File: src/rtl/stopwatch_pkg.sv
// stopwatch_pkg: shared state enum, BCD type, limits and BCD helpers for the stopwatch controller
package stopwatch_pkg;
  typedef enum logic [1:0] {IDLE, RUN, STOP, LAP} sw_state_t;
  typedef logic [7:0] bcd2_t;
  localparam int CS_MAX = 99;
  localparam int SEC_MAX = 59;
  function automatic bcd2_t to_bcd(input int v);
    return bcd2_t'(((v / 10) << 4) | (v % 10));
  endfunction
  function automatic bcd2_t bcd_inc(input bcd2_t v);
    return v[3:0] == 4'd9 ? {v[7:4] + 4'd1, 4'd0} : v + 8'd1;
  endfunction
endpackage

File: src/rtl/stopwatch_ctrl_if.sv
// stopwatch_ctrl_if: button pulses into the controller, time display and status out of it
interface stopwatch_ctrl_if;
  import stopwatch_pkg::*;
  logic start_stop, lap_clr, running, tick, lap_hold, wrap;
  bcd2_t cs, sec, min;
  modport master(output start_stop, lap_clr, input running, tick, cs, sec, min, lap_hold, wrap);
  modport slave(input start_stop, lap_clr, output running, tick, cs, sec, min, lap_hold, wrap);
endinterface

File: src/rtl/tick_prescaler.sv
// tick_prescaler: counts 0..DIV-1 while enabled and registers a one-cycle tick on each wrap
module tick_prescaler #(
  parameter int DIV = 500000
) (
  input  logic clk,
  input  logic reset,
  input  logic en,
  input  logic clr,
  output logic tick
);
  localparam int W = $clog2(DIV);
  logic [W-1:0] cnt;
  logic last;
  assign last = cnt == W'(DIV - 1);
  always_ff @(posedge clk or negedge reset)
    if (!reset) begin
      cnt <= '0;
      tick <= 1'b0;
    end else begin
      cnt <= (clr || (en && last)) ? '0 : cnt + W'(en);
      tick <= !clr && en && last;
    end
endmodule

File: src/rtl/stopwatch_ctrl.sv
// stopwatch_ctrl: start/stop/lap/clear FSM with BCD min:sec.cs counters on a centisecond enable.
// Optional LAP freeze and snapshot registers are built only when STOPWATCH_LAP_EN is defined.
module stopwatch_ctrl
  import stopwatch_pkg::*;
#(
  parameter int DIV = 500000,
  parameter int MAX_MIN = 59
) (
  input logic clk,
  input logic reset,
  stopwatch_ctrl_if.slave bus
);
  sw_state_t state, next;
  bcd2_t l_cs, l_sec, l_min, v_cs, v_sec, v_min;
  logic run, tick, clr, lap_go, full_cs, full_sec, full_min;
  assign run = state == RUN || state == LAP;
  tick_prescaler #(.DIV(DIV)) u_pre (.clk(clk), .reset(reset), .en(run), .clr(clr), .tick(tick));
  // Registers hold the pre-tick time; the visible value adds the pending tick so it appears with tick
  assign full_cs = l_cs == to_bcd(CS_MAX);
  assign full_sec = l_sec == to_bcd(SEC_MAX);
  assign full_min = l_min == to_bcd(MAX_MIN);
  always_comb begin
    v_cs = !tick ? l_cs : full_cs ? '0 : bcd_inc(l_cs);
    v_sec = !(tick && full_cs) ? l_sec : full_sec ? '0 : bcd_inc(l_sec);
    v_min = !(tick && full_cs && full_sec) ? l_min : full_min ? '0 : bcd_inc(l_min);
  end
`ifdef STOPWATCH_LAP_EN
  localparam bit LAP_ON = 1'b1;
  bcd2_t s_cs, s_sec, s_min;
  always_ff @(posedge clk or negedge reset)
    if (!reset) {s_cs, s_sec, s_min} <= '0;
    else if (lap_go) {s_cs, s_sec, s_min} <= {v_cs, v_sec, v_min};
  assign bus.lap_hold = state == LAP;
  assign bus.cs = bus.lap_hold ? s_cs : v_cs;
  assign bus.sec = bus.lap_hold ? s_sec : v_sec;
  assign bus.min = bus.lap_hold ? s_min : v_min;
`else
  localparam bit LAP_ON = 1'b0;
  assign bus.lap_hold = 1'b0;
  assign bus.cs = v_cs;
  assign bus.sec = v_sec;
  assign bus.min = v_min;
`endif
  always_comb begin
    clr = state == STOP && bus.lap_clr && !bus.start_stop;
    lap_go = LAP_ON && state == RUN && bus.lap_clr && !bus.start_stop;
    next = state;
    case (state)
      IDLE: next = bus.start_stop ? RUN : IDLE;
      RUN: next = bus.start_stop ? STOP : lap_go ? LAP : RUN;
      LAP: next = bus.start_stop ? STOP : bus.lap_clr ? RUN : LAP;
      STOP: next = bus.start_stop ? RUN : clr ? IDLE : STOP;
      default: next = IDLE;
    endcase
  end
  always_ff @(posedge clk or negedge reset)
    if (!reset) begin
      state <= IDLE;
      {l_cs, l_sec, l_min} <= '0;
    end else begin
      state <= next;
      {l_cs, l_sec, l_min} <= clr ? '0 : {v_cs, v_sec, v_min};
    end
  assign bus.running = run;
  assign bus.tick = tick;
  assign bus.wrap = tick && full_cs && full_sec && full_min;
endmodule

File: src/flat_wrapper.sv
// flat-port wrapper written by rule: the top's interface ports become plain ports
module stopwatch_ctrl_flat import stopwatch_pkg::*;
#(
  parameter int DIV = 500000,
  parameter int MAX_MIN = 59
)
  (clk, reset, bus_start_stop, bus_lap_clr, bus_running, bus_tick, bus_cs, bus_sec, bus_min, bus_lap_hold, bus_wrap);
  stopwatch_ctrl_if bus_i ();
  input logic clk;
  input logic reset;
  input wire logic [$bits(bus_i.start_stop)-1:0] bus_start_stop;
  input wire logic [$bits(bus_i.lap_clr)-1:0] bus_lap_clr;
  output wire logic [$bits(bus_i.running)-1:0] bus_running;
  output wire logic [$bits(bus_i.tick)-1:0] bus_tick;
  output wire logic [$bits(bus_i.cs)-1:0] bus_cs;
  output wire logic [$bits(bus_i.sec)-1:0] bus_sec;
  output wire logic [$bits(bus_i.min)-1:0] bus_min;
  output wire logic [$bits(bus_i.lap_hold)-1:0] bus_lap_hold;
  output wire logic [$bits(bus_i.wrap)-1:0] bus_wrap;
  assign bus_i.start_stop = bus_start_stop;
  assign bus_i.lap_clr = bus_lap_clr;
  assign bus_running = bus_i.running;
  assign bus_tick = bus_i.tick;
  assign bus_cs = bus_i.cs;
  assign bus_sec = bus_i.sec;
  assign bus_min = bus_i.min;
  assign bus_lap_hold = bus_i.lap_hold;
  assign bus_wrap = bus_i.wrap;
  stopwatch_ctrl #(.DIV(DIV), .MAX_MIN(MAX_MIN)) u_core (.clk(clk), .reset(reset), .bus(bus_i));
endmodule
File: config.mk
export PLATFORM = sky130hd
export DESIGN_NAME = stopwatch_ctrl_flat
export DESIGN_NICKNAME = d
export VERILOG_FILES = /design/src/rtl/stopwatch_pkg.sv /design/src/rtl/stopwatch_ctrl_if.sv /design/src/rtl/tick_prescaler.sv /design/src/rtl/stopwatch_ctrl.sv /design/src/flat_wrapper.sv
export SDC_FILE = /design/constraint.sdc
export NUM_CORES = 1
export LEC_CHECK = 0
export ABC_AREA = 1
export BUFFER_PORTS_ARGS = -buffer_cell sky130_fd_sc_hd__buf_2
export CAP_MARGIN = 20
export CORE_MARGIN = 3
export CORE_UTILIZATION = 25
export CTS_CLUSTER_DIAMETER = 200
export CTS_CLUSTER_SIZE = 20
export DETAILED_ROUTE_END_ITERATION = 10
export SLEW_MARGIN = 20
export SYNTH_ARGS = -nofsm -noshare
export SYNTH_HDL_FRONTEND = slang
export SYNTH_HIERARCHICAL = 1
export SYNTH_SLANG_ARGS = --single-unit
File: constraint.sdc
create_clock -name clk -period 2.77 [get_ports clk]
set_input_delay 0.831 -clock clk [delete_from_list [all_inputs] [get_ports clk]]
set_output_delay 0.831 -clock clk [all_outputs]
set_load 0.005 [all_outputs]
==> results.py <==
metrics = {
    "global_routing": {
        "antenna_found_initial": 0,
        "grt_pass1_vias": 2634,
        "grt_remaining_overflow": 0,
        "grt_pass1_wl_um": 12300,
        "grt_max_degree": 26,
        "grt_usage_pct": 11.0,
    },
    "setup_path": {
        "path_common_cell": "nand2_2",
        "slowest_stage": "dfrtp_1",
        "crit_fanout": 6,
        "cp-startpoint": "u_core/l_cs[5]$_DFF_PN0_",
        "criticalPathCategory": "flip-flop to output pin",
        "crit_family": "simple AND/OR/NAND/NOR gates",
        "cp-end-kind": "output pin",
        "startpoint_type": "flip-flop",
        "arrival_ns": 1.89,
        "r2r-start": "u_core/state[0]$_DFF_PN0_",
        "slowest_delay_ns": 0.39,
        "path_cells": "inv_2, ha_4, nand2_2, nor2_4, nand3_4, nor2_4, buf_12, buf_12, nand2_2, nand2_2, nand3_2, inv_2, buf_6",
        "crit_buf_inv": 5,
        "crit_required_ns": 1.94,
    },
    "routing": {
        "routed_wl_um": 7430,
        "post-route-drc-count": 0,
        "viasPerCell": 4.40,
        "drt_iter0_drc": 120,
        "num_vias": 2805,
        "dr.pass1.iters": 4,
        "avgRoutedWirePerCell_um": 11.6,
        "postRouteAntennaNets": 0,
    },
    "pwr": {
        "pwr-share-seq_pct": 45.1,
        "leakage_uw": 0.00196,
        "power.density_nw_per_um2": 486,
        "ir_drop_mv": 0.229,
        "p_int_uw": 1290,
        "combinationalPowerShare_pct": 23.2,
        "p_total_uw": 1890,
        "switching_share_pct": 31.8,
        "clkPwrFrac_pct": 31.7,
        "switchingPower_uw": 600,
    },
    "timing": {
        "tns_ns": 0,
        "max_freq_ghz": 0.367,
        "max_slew_margin_pct": 62.4,
        "fin_crit_ns": 2.72,
        "finalCritPeriodShare_pct": 98.4,
        "slew_viol_final": 0,
        "setup-violations-final": 0,
        "worst_slew_pin_slew_ns": 0.564,
        "clock_skew_ns": 0.00769,
        "layout_setup_ws_ns": 0.0455,
        "hold_slack_ns": 0.511,
        "hold_viol_final": 0,
        "rsz0062_at_grt": "true",
    },
    "clock_network": {
        "cts_tree": "done",
        "cts.sinks": 46,
        "cts_buffers": 5,
        "clk_pin_slew_ns": 0.07,
        "clock_latency_ns": 0.29,
        "cts_root_buf": "clkbuf_16",
        "clockBufferDepth": 2,
        "cts.htree.levels": 2,
    },
    "logic_synthesis": {
        "netlist.area_leader.share_pct": 37.2,
        "synthesis.nets": 441,
        "synth-edff-count": 0,
        "synthMostInstantiatedCell": "nand2_1",
        "netlist_instances": 425,
        "synth-seq-area-share_pct": 37.2,
        "synth_common_cells": "nand2_1, nor2_1, inv_1",
        "synth_area_um2": 3090,
        "syn_avg_cell_area_um2": 7.28,
        "yosys_most_used_dff": "dfrtp_1",
        "ys_seq_elements": 46,
        "yosys_warnings": 6,
        "async_flop_share_pct": 100,
        "yosysTopAreaCell": "dfrtp_1",
        "synthTopCellsByArea": "dfrtp_1, nand2_1, nor2_1",
        "ys_types": 32,
    },
    "cells_and_area": {
        "n_fill_cell": 1230,
        "multi_input_area_um2": 1800,
        "seq_area_um2": 1150,
        "synthToLayoutAreaGrowth_pct": 25.5,
        "diodes": 0,
        "layout-drive-gt1-share_pct": 28.5,
        "fin_util_pct": 33.0,
        "finalNetCount": 489,
    },
    "floorplanning": {
        "io_pins": 32,
        "num_rows": 39,
        "dieArea_um2": 13700,
        "core_area_um2": 11800,
        "die_x_um": 117,
        "die_h_um": 117,
        "start_util_pct": 26.3,
    },
    "outcome": {
        "status": "completed",
    },
    "min_path": {
        "hold_class": "flip-flop to flip-flop",
        "hp-start": "u_core/state[1]$_DFF_PN0_",
    },
    "job": {
        "maxCapViolCount": 0,
    },
    "placed_design": {
        "dp_hpwl_um": 5290,
        "dp_slack_ns": 0.213,
        "gp_congestion": 0.851,
        "portBuffers": 30,
    },
}
## cell usage in the layout (no fill, tap or decap), types with 7 or more instances in the layout
cell      n
a21oi_1  15
buf_2    29
buf_4    13
dfrtp_1  43
ha_1     10
inv_1    51
inv_2     9
nand2_1  94
nand2_2  15
nand3_1  32
nand3_2  11
nor2_1   56
nor2_2   17
nor2_4    7
o21ai_0   7
xor2_1    7
## kinds of logic (layout without fill, tap and decap cells)
kind of cell,Yosys count,in the layout,synth area share [%]
compound gates,35,35,6.88
xor+xnor,13,13,3.68
fa+ha+maj,12,12,4.85
buf+inv,68,117,9.55
flops,46,46,37.2
other cells,1,1,0.121
simple gates,250,250,37.7
## worst register-to-register path, cell delays in order, from the launching register on
cell	delay, ns
dfrtp_1	0.45
ha_1	0.21
ha_1	0.25
inv_1	0.07
nor2_2	0.18
nand2_2	0.14
nor2_4	0.13
xnor2_1	0.13
nor2_1	0.06
## cell type report
cell class | count | area share [%]
flip-flops and latches | 46 | 29.7
clock inverters | 2 | 0.354
inverters | 60 | 5.80
multi-input cells | 311 | 46.3
repair buffers | 49 | 9.18
well taps | 164 | 5.29
clock buffers | 6 | 3.32
## metrics by stage
stage / std cells / instance area, µm²
after floorplan: 425 / 3090
after global placement: 615 / 3440
after detailed placement: 615 / 3440
after CTS: 628 / 3660
after global routing: 638 / 3880
final: 638 / 3880
## what timing repair did
| item | CTS | global route |
|---|---|---|
| pin swaps | 2 | 12 |
| hold endpoints to repair | 0 | 0 |
| gates cloned | 1 | 0 |
| hold buffers | 0 | 0 |
| setup buffers | 4 | 11 |
| gates resized for setup | 4 | 44 |
| setup endpoints to repair | 11 | 16 |
## registers in the layout, summed over array words and instances, names as in the netlist
register and cells:
u_core/u_pre/cnt 19, u_core/l_cs 8, u_core/l_min 8, u_core/l_sec 8, u_core/state 2, u_core/u_pre/tick 1
## worst paths after layout
check	slack (ns)	cells after the start	endpoint
worst min register to register	0.51	1	u_core/state[0]$_DFF_PN0_
worst max register to register	1.04	8	u_core/u_pre/cnt[12]$_DFF_PN0_
worst max-delay path	0.05	13	bus_min[6]
min in group asynchronous	0.53	1	u_core/l_sec[2]$_DFF_PN0_
worst min-delay path	0.51	1	u_core/state[0]$_DFF_PN0_
max in group asynchronous	1.69	2	u_core/l_min[0]$_DFF_PN0_
## power by group through the flow
| stage | clock (µW) | sequential [µW] | combinational (µW) |
|---|---|---|---|
| after CTS | 619 | 845 | 397 |
| after floorplan | 0 | 835 | 279 |
| final | 598 | 850 | 438 |
| after global placement | 0 | 856 | 375 |
| after detailed placement | 0 | 860 | 387 |
| after global routing | 649 | 864 | 507 |
## routing by layer
layer | wire [µm] | share of wire [%] | GRT usage [%] | vias to the layer above
li1 | - | - | - | 1425
met1 | 3350 | 45 | 14.0 | 1330
met5 | 0 | 0 | 0 | -
met4 | 89 | 1.2 | 2.91 | 0
met2 | 3720 | 50 | 18.9 | 42
met3 | 264 | 3.6 | 2.37 | 8
Power figures use the tool's default switching activity.
